File: config.mk
export PLATFORM = sky130hd
export DESIGN_NAME = stepdir_capture
export DESIGN_NICKNAME = d
export VERILOG_FILES = /design/src/rtl/stepdir_capture_pkg.sv /design/src/rtl/stepdir_capture_fifo.sv /design/src/rtl/stepdir_capture.sv
export SDC_FILE = /design/constraint.sdc
export NUM_CORES = 2
export LEC_CHECK = 0
export CAP_MARGIN = 20
export CORE_MARGIN = 2
export CORE_UTILIZATION = 45
export CTS_CLUSTER_DIAMETER = 40
export DETAILED_ROUTE_END_ITERATION = 8
export GPL_ROUTABILITY_DRIVEN = 0
export PLACE_DENSITY = 0.69
export SLEW_MARGIN = 20
export SYNTH_ARGS = -nofsm -noshare
export SYNTH_HDL_FRONTEND = slang
export SYNTH_SLANG_ARGS = --single-unit
File: constraint.sdc
create_clock -name clk -period 5.5 [get_ports clk]
set_input_delay 1.1 -clock clk [delete_from_list [all_inputs] [get_ports clk]]
set_output_delay 1.1 -clock clk [all_outputs]
set_load 0.02 [all_outputs]
File: src/rtl/stepdir_capture_pkg.sv
// Shared definitions for the step/dir capture block.
// Record layout: {dir, timestamp[31:0]}; host-side decode and the generator
// test benches use the same constants so both sides agree on bit positions.
package stepdir_capture_pkg;

    localparam int REC_DIR_BIT = 32;
    localparam int REC_TS_MSB  = 31;
    localparam int REC_WIDTH   = 33;

    // Step-level filter states.
    typedef enum logic {
        FILT_STABLE  = 1'b0,
        FILT_PENDING = 1'b1
    } filt_state_t;

    // Build one FIFO record from direction and timestamp.
    function automatic logic [REC_WIDTH-1:0] pack_record(input logic dir,
                                                         input logic [31:0] ts);
        logic [REC_WIDTH-1:0] rec;
        rec                 = '0;
        rec[REC_DIR_BIT]    = dir;
        rec[REC_TS_MSB:0]   = ts;
        return rec;
    endfunction

endpackage

File: src/rtl/stepdir_capture_fifo.sv
// Synchronous FIFO holding step records.
// Ports:
//   clk, reset       : clock, synchronous active-high reset
//   push_i/push_data_i : write request and data (ignored while full)
//   pop_i            : read request (ignored while empty)
//   rd_data_o        : head entry, valid whenever empty_o == 0
//   empty_o, full_o  : status flags
//   count_o          : number of stored entries (0..2**ADDR_WIDTH)
// Full is judged on the pre-pop occupancy, so a push while full is dropped
// even when a pop happens in the same cycle.
module stepdir_capture_fifo #(
    parameter int DATA_WIDTH = 33,
    parameter int ADDR_WIDTH = 6
) (
    input  logic                  clk,
    input  logic                  reset,
    input  logic                  push_i,
    input  logic [DATA_WIDTH-1:0] push_data_i,
    input  logic                  pop_i,
    output logic [DATA_WIDTH-1:0] rd_data_o,
    output logic                  empty_o,
    output logic                  full_o,
    output logic [ADDR_WIDTH:0]   count_o
);

    localparam logic [ADDR_WIDTH:0] DEPTH = {1'b1, {ADDR_WIDTH{1'b0}}};

    logic [DATA_WIDTH-1:0] mem_q [2**ADDR_WIDTH];
    logic [ADDR_WIDTH-1:0] wr_ptr_q, wr_ptr_d;
    logic [ADDR_WIDTH-1:0] rd_ptr_q, rd_ptr_d;
    logic [ADDR_WIDTH:0]   count_q, count_d;
    logic                  do_push_s;
    logic                  do_pop_s;

    assign full_o    = (count_q == DEPTH);
    assign empty_o   = (count_q == {(ADDR_WIDTH+1){1'b0}});
    assign count_o   = count_q;
    assign rd_data_o = mem_q[rd_ptr_q];
    assign do_push_s = push_i & ~full_o;
    assign do_pop_s  = pop_i & ~empty_o;

    // Pointer and occupancy next-state.
    always_comb begin
        wr_ptr_d = wr_ptr_q;
        rd_ptr_d = rd_ptr_q;
        count_d  = count_q;
        if (do_push_s) begin
            wr_ptr_d = wr_ptr_q + {{(ADDR_WIDTH-1){1'b0}}, 1'b1};
        end else begin
            wr_ptr_d = wr_ptr_q;
        end
        if (do_pop_s) begin
            rd_ptr_d = rd_ptr_q + {{(ADDR_WIDTH-1){1'b0}}, 1'b1};
        end else begin
            rd_ptr_d = rd_ptr_q;
        end
        case ({do_push_s, do_pop_s})
            2'b10:   count_d = count_q + {{ADDR_WIDTH{1'b0}}, 1'b1};
            2'b01:   count_d = count_q - {{ADDR_WIDTH{1'b0}}, 1'b1};
            default: count_d = count_q;
        endcase
    end

    // Pointer and occupancy registers.
    always_ff @(posedge clk) begin
        if (reset) begin
            wr_ptr_q <= '0;
            rd_ptr_q <= '0;
            count_q  <= '0;
        end else begin
            wr_ptr_q <= wr_ptr_d;
            rd_ptr_q <= rd_ptr_d;
            count_q  <= count_d;
        end
    end

    // Storage array; contents need no reset since occupancy gates reads.
    always_ff @(posedge clk) begin
        if (do_push_s) begin
            mem_q[wr_ptr_q] <= push_data_i;
        end
    end

endmodule

File: src/rtl/stepdir_capture.sv
// Receive-side step/dir capture: synchronizes external step/dir lines,
// glitch-filters step, tracks a 32-bit position and queues {dir, timestamp}
// records of accepted steps for host readout.
// Ports:
//   clk, reset          : clock, synchronous active-high reset
//   step_in, dir_in     : asynchronous external lines
//   dedge               : 1 = both step edges count, 0 = rising only
//   enable              : 1 = accepted edges generate events
//   clock               : free-running system time used for timestamps
//   do_reset_position   : load reset_position into position
//   reset_position      : position load value
//   rd_en               : pop one record
//   rd_data             : head record {dir, ts}, valid while empty == 0
//   empty, elemcnt      : FIFO status / occupancy (0..depth)
//   position            : current position
//   overflow, dropped   : sticky drop flag and saturating drop count
module stepdir_capture
    import stepdir_capture_pkg::*;
#(
    parameter int FILTER_CYCLES  = 4,
    parameter int FIFO_ADDR_BITS = 6
) (
    input  logic                  clk,
    input  logic                  reset,
    input  logic                  step_in,
    input  logic                  dir_in,
    input  logic                  dedge,
    input  logic                  enable,
    input  logic [31:0]           clock,
    input  logic                  do_reset_position,
    input  logic [31:0]           reset_position,
    input  logic                  rd_en,
    output logic [REC_WIDTH-1:0]  rd_data,
    output logic                  empty,
    output logic [FIFO_ADDR_BITS:0] elemcnt,
    output logic [31:0]           position,
    output logic                  overflow,
    output logic [15:0]           dropped
);

    localparam logic [3:0] CNT_LAST = 4'(FILTER_CYCLES - 1);

    logic        step_meta_q, s_step_q, dir_meta_q, s_dir_q;
    filt_state_t state_q, state_d;
    logic        f_step_q, f_step_d;
    logic        edge_q, edge_d;
    logic [3:0]  cnt_q, cnt_d;
    logic [31:0] ts_q, ts_d;
    logic [31:0] position_q, position_d;
    logic        overflow_q, overflow_d;
    logic [15:0] dropped_q, dropped_d;
    logic        ev_s, drop_s, fifo_full_s;

    // f_step_q already carries the new level while edge_q is high.
    assign ev_s   = edge_q & enable & (dedge | f_step_q);
    assign drop_s = ev_s & fifo_full_s;

    assign position = position_q;
    assign overflow = overflow_q;
    assign dropped  = dropped_q;

    // Two-flop synchronizers for the asynchronous step and dir lines.
    always_ff @(posedge clk) begin
        if (reset) begin
            step_meta_q <= 1'b0;
            s_step_q    <= 1'b0;
            dir_meta_q  <= 1'b0;
            s_dir_q     <= 1'b0;
        end else begin
            step_meta_q <= step_in;
            s_step_q    <= step_meta_q;
            dir_meta_q  <= dir_in;
            s_dir_q     <= dir_meta_q;
        end
    end

    // Step filter: a new level is accepted after FILTER_CYCLES consecutive
    // differing samples; ts remembers the first of them so the fixed
    // filter latency does not skew timestamps.
    always_comb begin
        state_d  = state_q;
        f_step_d = f_step_q;
        edge_d   = 1'b0;
        cnt_d    = cnt_q;
        ts_d     = ts_q;
        case (state_q)
            FILT_STABLE: begin
                if (s_step_q != f_step_q) begin
                    ts_d = clock;
                    if (FILTER_CYCLES == 1) begin
                        f_step_d = s_step_q;
                        edge_d   = 1'b1;
                    end else begin
                        cnt_d   = 4'd1;
                        state_d = FILT_PENDING;
                    end
                end else begin
                    state_d = FILT_STABLE;
                end
            end
            FILT_PENDING: begin
                if (s_step_q == f_step_q) begin
                    state_d = FILT_STABLE;
                end else begin
                    cnt_d = cnt_q + 4'd1;
                    if (cnt_q == CNT_LAST) begin
                        f_step_d = s_step_q;
                        edge_d   = 1'b1;
                        state_d  = FILT_STABLE;
                    end else begin
                        state_d = FILT_PENDING;
                    end
                end
            end
            default: begin
                state_d = FILT_STABLE;
            end
        endcase
    end

    // Position, overflow and drop-count next-state.
    always_comb begin
        position_d = position_q;
        overflow_d = overflow_q | drop_s;
        dropped_d  = dropped_q;
        if (do_reset_position) begin
            position_d = reset_position;
        end else if (ev_s) begin
            position_d = s_dir_q ? (position_q + 32'd1) : (position_q - 32'd1);
        end else begin
            position_d = position_q;
        end
        if (drop_s && (dropped_q != 16'hffff)) begin
            dropped_d = dropped_q + 16'd1;
        end else begin
            dropped_d = dropped_q;
        end
    end

    // Filter, position and status registers.
    always_ff @(posedge clk) begin
        if (reset) begin
            state_q    <= FILT_STABLE;
            f_step_q   <= 1'b0;
            edge_q     <= 1'b0;
            cnt_q      <= 4'd0;
            ts_q       <= 32'd0;
            position_q <= 32'd0;
            overflow_q <= 1'b0;
            dropped_q  <= 16'd0;
        end else begin
            state_q    <= state_d;
            f_step_q   <= f_step_d;
            edge_q     <= edge_d;
            cnt_q      <= cnt_d;
            ts_q       <= ts_d;
            position_q <= position_d;
            overflow_q <= overflow_d;
            dropped_q  <= dropped_d;
        end
    end

    stepdir_capture_fifo #(
        .DATA_WIDTH (REC_WIDTH),
        .ADDR_WIDTH (FIFO_ADDR_BITS)
    ) u_fifo (
        .clk         (clk),
        .reset       (reset),
        .push_i      (ev_s),
        .push_data_i (pack_record(s_dir_q, ts_q)),
        .pop_i       (rd_en),
        .rd_data_o   (rd_data),
        .empty_o     (empty),
        .full_o      (fifo_full_s),
        .count_o     (elemcnt)
    );

endmodule
After elaboration in Yosys (flattened, before gate mapping)
Memory sizes are Yosys's and may differ from the RTL's. A register that Yosys moved wholly into a read port is not among the register bits.
Index checks and enable logic that the tools add are counted.

word-level totals
  register bits after elaboration = 111
  latch bits = 0
  bits in writable memories = 2112
  memory bits (read-only) = 0
  input bits = 72
  output and inout port bits = 90
  word-level logic and storage cells = 68
  memories = 1

memory list
  name          words  width  read ports  clocked after memory_dff  wr ports  line                        source
  u_fifo.mem_q  64     33     1           1                         1         stepdir_capture_fifo.sv:28  logic [DATA_WIDTH-1:0] mem_q [2**ADDR_WIDTH];

operators by class
  add/sub/neg operators = 8
  $mul = 0
  div/mod/pow operators = 0
  order comparisons = 0
  equality and inequality tests = 9
  shift-type cells = 0
  muxes and demuxes = 16
  bitwise operators = 11
  reduce and logical (&&, ||, !) cells = 8

operators with widths
  operator                                                                count
  32-bit 2-to-1 mux                                                       3
  32-bit by 1-bit adder with 32-bit output (second input constant)        1
  32-bit by 1-bit subtractor with 32-bit output (second input constant)   1
  16-bit by 1-bit adder with 16-bit output (second input constant)        1
  16-bit != test (second input constant)                                  1
  7-bit one-hot mux with 2 select lines                                   1
  6-bit by 1-bit adder with 6-bit output (second input constant)          2
  6-bit 2-to-1 mux                                                        2
  4-bit 2-to-1 mux                                                        2
  4-bit one-hot mux with 2 select lines                                   1
  7-bit by 1-bit adder with 7-bit output (second input constant)          1
  7-bit equality test (second input constant)                             1
  7-bit logical NOT                                                       1
  7-bit by 1-bit subtractor with 7-bit output (second input constant)     1
  1-bit 2-to-1 mux                                                        6
  1-bit bitwise AND                                                       5
  4-bit by 1-bit adder with 4-bit output (second input constant)          1
  4-bit by 2-bit equality test with 1-bit output (second input constant)  1
  2-bit != test (second input constant)                                   2
  1-bit NOT                                                               4
  2-bit AND reduction                                                     2
  2-bit nonzero test                                                      2
  3-bit AND reduction                                                     1
  3-bit OR reduction                                                      1
  7 further kinds                                                         8

Depth between registers and ports, before layout
  depth after elaboration = 5
  gate-level depth with buffers = 16
  mapped depth without buffers = 14

Cells and area by module
A second synthesis with hierarchy kept.

second synthesis, totals
  cell total of the unflattened synthesis = 4268
  area total of the unflattened synthesis = 86797.0 µm²

by module, submodules not included
  module                instances  cells an instance  area each (µm²)  seq. area each (µm²)
  stepdir_capture_fifo  1          3581               81471.9          63921.3
  stepdir_capture       1          687                5325.1           1841.8

Worst setup path before layout
Ideal clock, no wire load.

  path type = register -> register
  from = reg s_dir_q
  to = reg position_q[30] (netlist: position[30])
  library setup time = 0.095 ns
  data arrival time = 4.101 ns
  required time = 5.405 ns
  path slack = 1.304 ns
  cell stages (with the launch flop) = 11
  path buffers = 1
  clock period less this slack = 4.196 ns
  path through = dfxtp_1 > inv_1 > ha_1 > clkbuf_1 > o21a_1 > o21bai_1 > nor2b_1 > a2111oi_1 > o21ai_0 > mux2i_1 > a221oi_1

on the way
  cells in the longest elaborated chain, start to end = 3

ends and longest elaborated chain
  item                    line                    source
  from (decl)             stepdir_capture.sv:43   logic step_meta_q, s_step_q, dir_meta_q, s_dir_q;
  from (signal assigned)  stepdir_capture.sv:73   s_dir_q <= dir_meta_q;
  32-bit 2-to-1 mux       stepdir_capture.sv:129  position_d = s_dir_q ? (position_q + 32'd1) : (position_q - 32'd1);
  32-bit 2-to-1 mux       stepdir_capture.sv:128  end else if (ev_s) begin
  32-bit 2-to-1 mux       stepdir_capture.sv:126  if (do_reset_position) begin
  to (signal assigned)    stepdir_capture.sv:157  position_q <= position_d;
  to (decl)               stepdir_capture.sv:49   logic [31:0] position_q, position_d;

Every way passes these cells. The select of a mux whose other input is x is not followed.
A chain may end at the register's enable or synchronous reset.

==> flow_metrics.py <==
metrics = {
    "power": {
        "pwr-share-comb_pct": 1.4,
        "p_per_area_nw_per_um2": 347,
        "p_sw_uw": 7230,
        "intPower_uw": 28000,
        "clkPwrFrac_pct": 45.7,
        "finalPower_uw": 35200,
        "switching_share_pct": 20.6,
        "p_leak_uw": 0.0310,
        "p_seq_share_pct": 52.9,
        "peakVddDrop_uv": 316,
    },
    "worst_setup_path": {
        "required_ns": 4.40,
        "worstPathArrival_ns": 4.34,
        "worstReg2RegEnd": "u_fifo.count_o[6]",
        "cp_max_fo": 61,
        "r2r_cells": 16,
        "worstReg2RegStart": "u_fifo.count_o[1]",
        "path_class": "reg -> out",
        "start_kind": "register",
        "r2r_slack_ns": 1.90,
        "worstSetupEndpointType": "output pin",
    },
    "die": {
        "rows": 161,
        "initial_core_util_pct": 45.2,
        "die_y_um": 443,
        "core_sq_um": 192000,
        "die-area_sq_um": 196000,
        "num_io_pins": 162,
        "die_x_um": 443,
    },
    "timing": {
        "tightestPinTransition_ns": 1.10,
        "maxSlewViolCount": 0,
        "fin_crit_sh_pct": 98.9,
        "clock-skew-final_ns": 0.0328,
        "relSlewSlack_pct": 24.5,
        "hold_violations": 0,
        "clock.fmax_mhz": 184,
        "fin_crit_ns": 5.44,
        "setup_viol": 0,
        "rsz0062_at_grt": "yes",
    },
    "logic_synthesis": {
        "synth_enable_flop_cells": 2112,
        "synth.most_common_cell": "edfxtp_1",
        "synth_top_area_share_pct": 73.1,
        "synth_seq_cells": 2229,
        "yosysWarningCount": 0,
        "synthTopCellsByArea": "edfxtp_1, mux4_2, dfxtp_1",
        "syn_inst": 3929,
        "synth_top_area_cell": "edfxtp_1",
        "synthDistinctLibCells": 63,
        "synth-main-ff-cell": "edfxtp_1",
        "async_flop_share_pct": 0,
        "avgSynthCellArea_sq_um": 22.1,
        "yosys-top-cells-count": "edfxtp_1, mux4_2, nor2_1",
        "syn-num-nets": 4039,
        "ys_seq_area_share_pct": 75.8,
        "synth_area_sq_um": 86700,
    },
    "cells_and_area": {
        "final_cell_area_sq_um": 101000,
        "drive_above_1_share_pct": 29.8,
        "final_cells": 7016,
        "fin_nets": 4391,
        "area_growth_pct": 16.8,
    },
    "detailed_routing": {
        "wl_um": 207000,
        "vias": 42126,
        "drt_pass1_iterations": 5,
        "drtIter0Drc": 4912,
        "routed_via_density": 6.00,
        "drcViolationCount": 0,
        "ant_nets": 0,
        "post_drt_wl_per_cell_um": 29.6,
    },
    "clock_tree": {
        "clk_latency_ns": 0.87,
        "clkTransAtPathRegs_ns": 0.06,
        "clk_path_buf_depth": 3,
        "cts_made_buffers": 238,
        "h-tree-depth": 4,
        "cts_tree": "built",
        "cts_root_buf": "clkbuf_16",
        "cts_num_sinks": 2229,
    },
    "run_status": {
        "status": "finished clean",
    },
    "place": {
        "dp_hpwl_um": 114000,
        "io_buffers": 161,
        "dpl.cell_count": 6562,
        "place_area_sq_um": 93100,
    },
    "worst_hold_path": {
        "min_path_cells": 1,
        "hold_class": "reg -> reg",
        "hp-start": "step_meta_q",
        "hold_path_end": "s_step_q",
    },
    "global_routing": {
        "grt_max_degree": 75,
        "grt_pass1_wl_um": 299000,
        "overflow": 0,
        "antenna_found_initial": 22,
        "grt_usage_pct": 21.0,
        "grt_pass1_vias": 42863,
    },
    "run": {
        "drv_cap": 0,
    },
}
area by class of cell:
cell class | instances | area [sq um]
fill | 14306 | 90700
sequential | 2229 | 65900
multi-input combinational | 1481 | 20500
clock buffer | 278 | 6160
timing repair buffer | 319 | 3660
tap | 2526 | 3160
clock inverter | 168 | 1890
inverter | 12 | 45.0
antenna | 3 | 7.51
through the flow:
step / hold slack (ns) / setup TNS (ns) / worst slack, ns / utilization (%)
after floorplan: 0.414 / 0 / 1.30 / -
after global placement: 0.431 / 0 / 0.817 / 48.5
after detailed placement: 0.431 / 0 / 0.853 / 48.5
after CTS: 0.444 / 0 / 0.0296 / 52.7
after global routing: 0.469 / -0.0311 / -0.0161 / 52.8
final: 0.439 / 0 / 0.0605 / 52.8
registers in the layout, indices dropped and copies added (netlist names), 4 cells and up, named ones only:
name / cells
cnt_q: 4
dropped: 16
position: 32
ts_q: 32
u_fifo.count_o: 7
u_fifo.mem_q: 2112
u_fifo.rd_ptr_q: 6
u_fifo.wr_ptr_q: 6
critical path, cell delays in order, from the launching register on:
cell,delay (ns)
dfxtp_4,0.40
buf_4,0.16
buf_16,0.35
mux4_2,0.56
mux4_2,0.55
mux2i_1,0.42
a21oi_1,0.33
clkdlybuf4s50_1,0.64
cell usage in the layout (no fill, tap or decap), drive strengths merged, types with 32 or more instances in the layout:
master         count
nand2            139
edfxtp          2112
nor2             154
clkinv            88
inv               47
xor2              32
o21ai             47
clkdlybuf4s50    160
ha                37
a21oi            118
mux4             679
clkbuf           278
buf              158
dfxtp            117
metal layers:
layer	GRT usage, %	wire length, um	part of all wire [%]
met1	28.4	80300	39
met2	34.9	103000	50
met4	6.18	5370	2.6
met3	4.10	18200	8.8
met5	0	138	0.067
how the worst max path moves through the flow:
stage	start	endpoint	slack, ns	cells past startpoint
2_1_floorplan	s_dir_q	position[30]	1.30	10
3_3_place_gp	register	rd_data[20]	0.82	7
3_5_place_dp	register	rd_data[20]	0.85	6
4_1_cts	register	rd_data[17]	0.03	7
5_1_grt	register	rd_data[4]	-0.02	8
6_report	register	rd_data[17]	0.06	7
cell families (layout without fill, tap and decap cells):
family                     after synthesis  count (layout)  synth area share [%]
other                                    0               3                     0
DFF                                   2229            2229                  75.8
and+or+nand+nor                        425             425                  2.22
adders and majority gates               38              38                 0.557
AOI/OAI and AO/OA                      267             267                  1.89
xor gates and xnor gates                50              50                 0.505
muxes                                  701             701                  17.9
buffers and inverters                  219             777                  1.12
power groups by stage:
stage,clock network (uW),registers (uW),logic (uW)
after detailed placement,0,19000,497
final,16100,18600,503
after floorplan,0,18900,288
after CTS,16300,18600,500
after global placement,0,19000,486
after global routing,16900,18600,554
timing repair:
item	in CTS	in global routing
hold buffers	0	0
pin swaps	0	0
gates cloned	1	0
setup buffers	4	0
hold endpoints to repair	0	0
gates resized for setup	5	0
endpoints found under the setup margin	17	2
(Power assumes the default switching activity.)
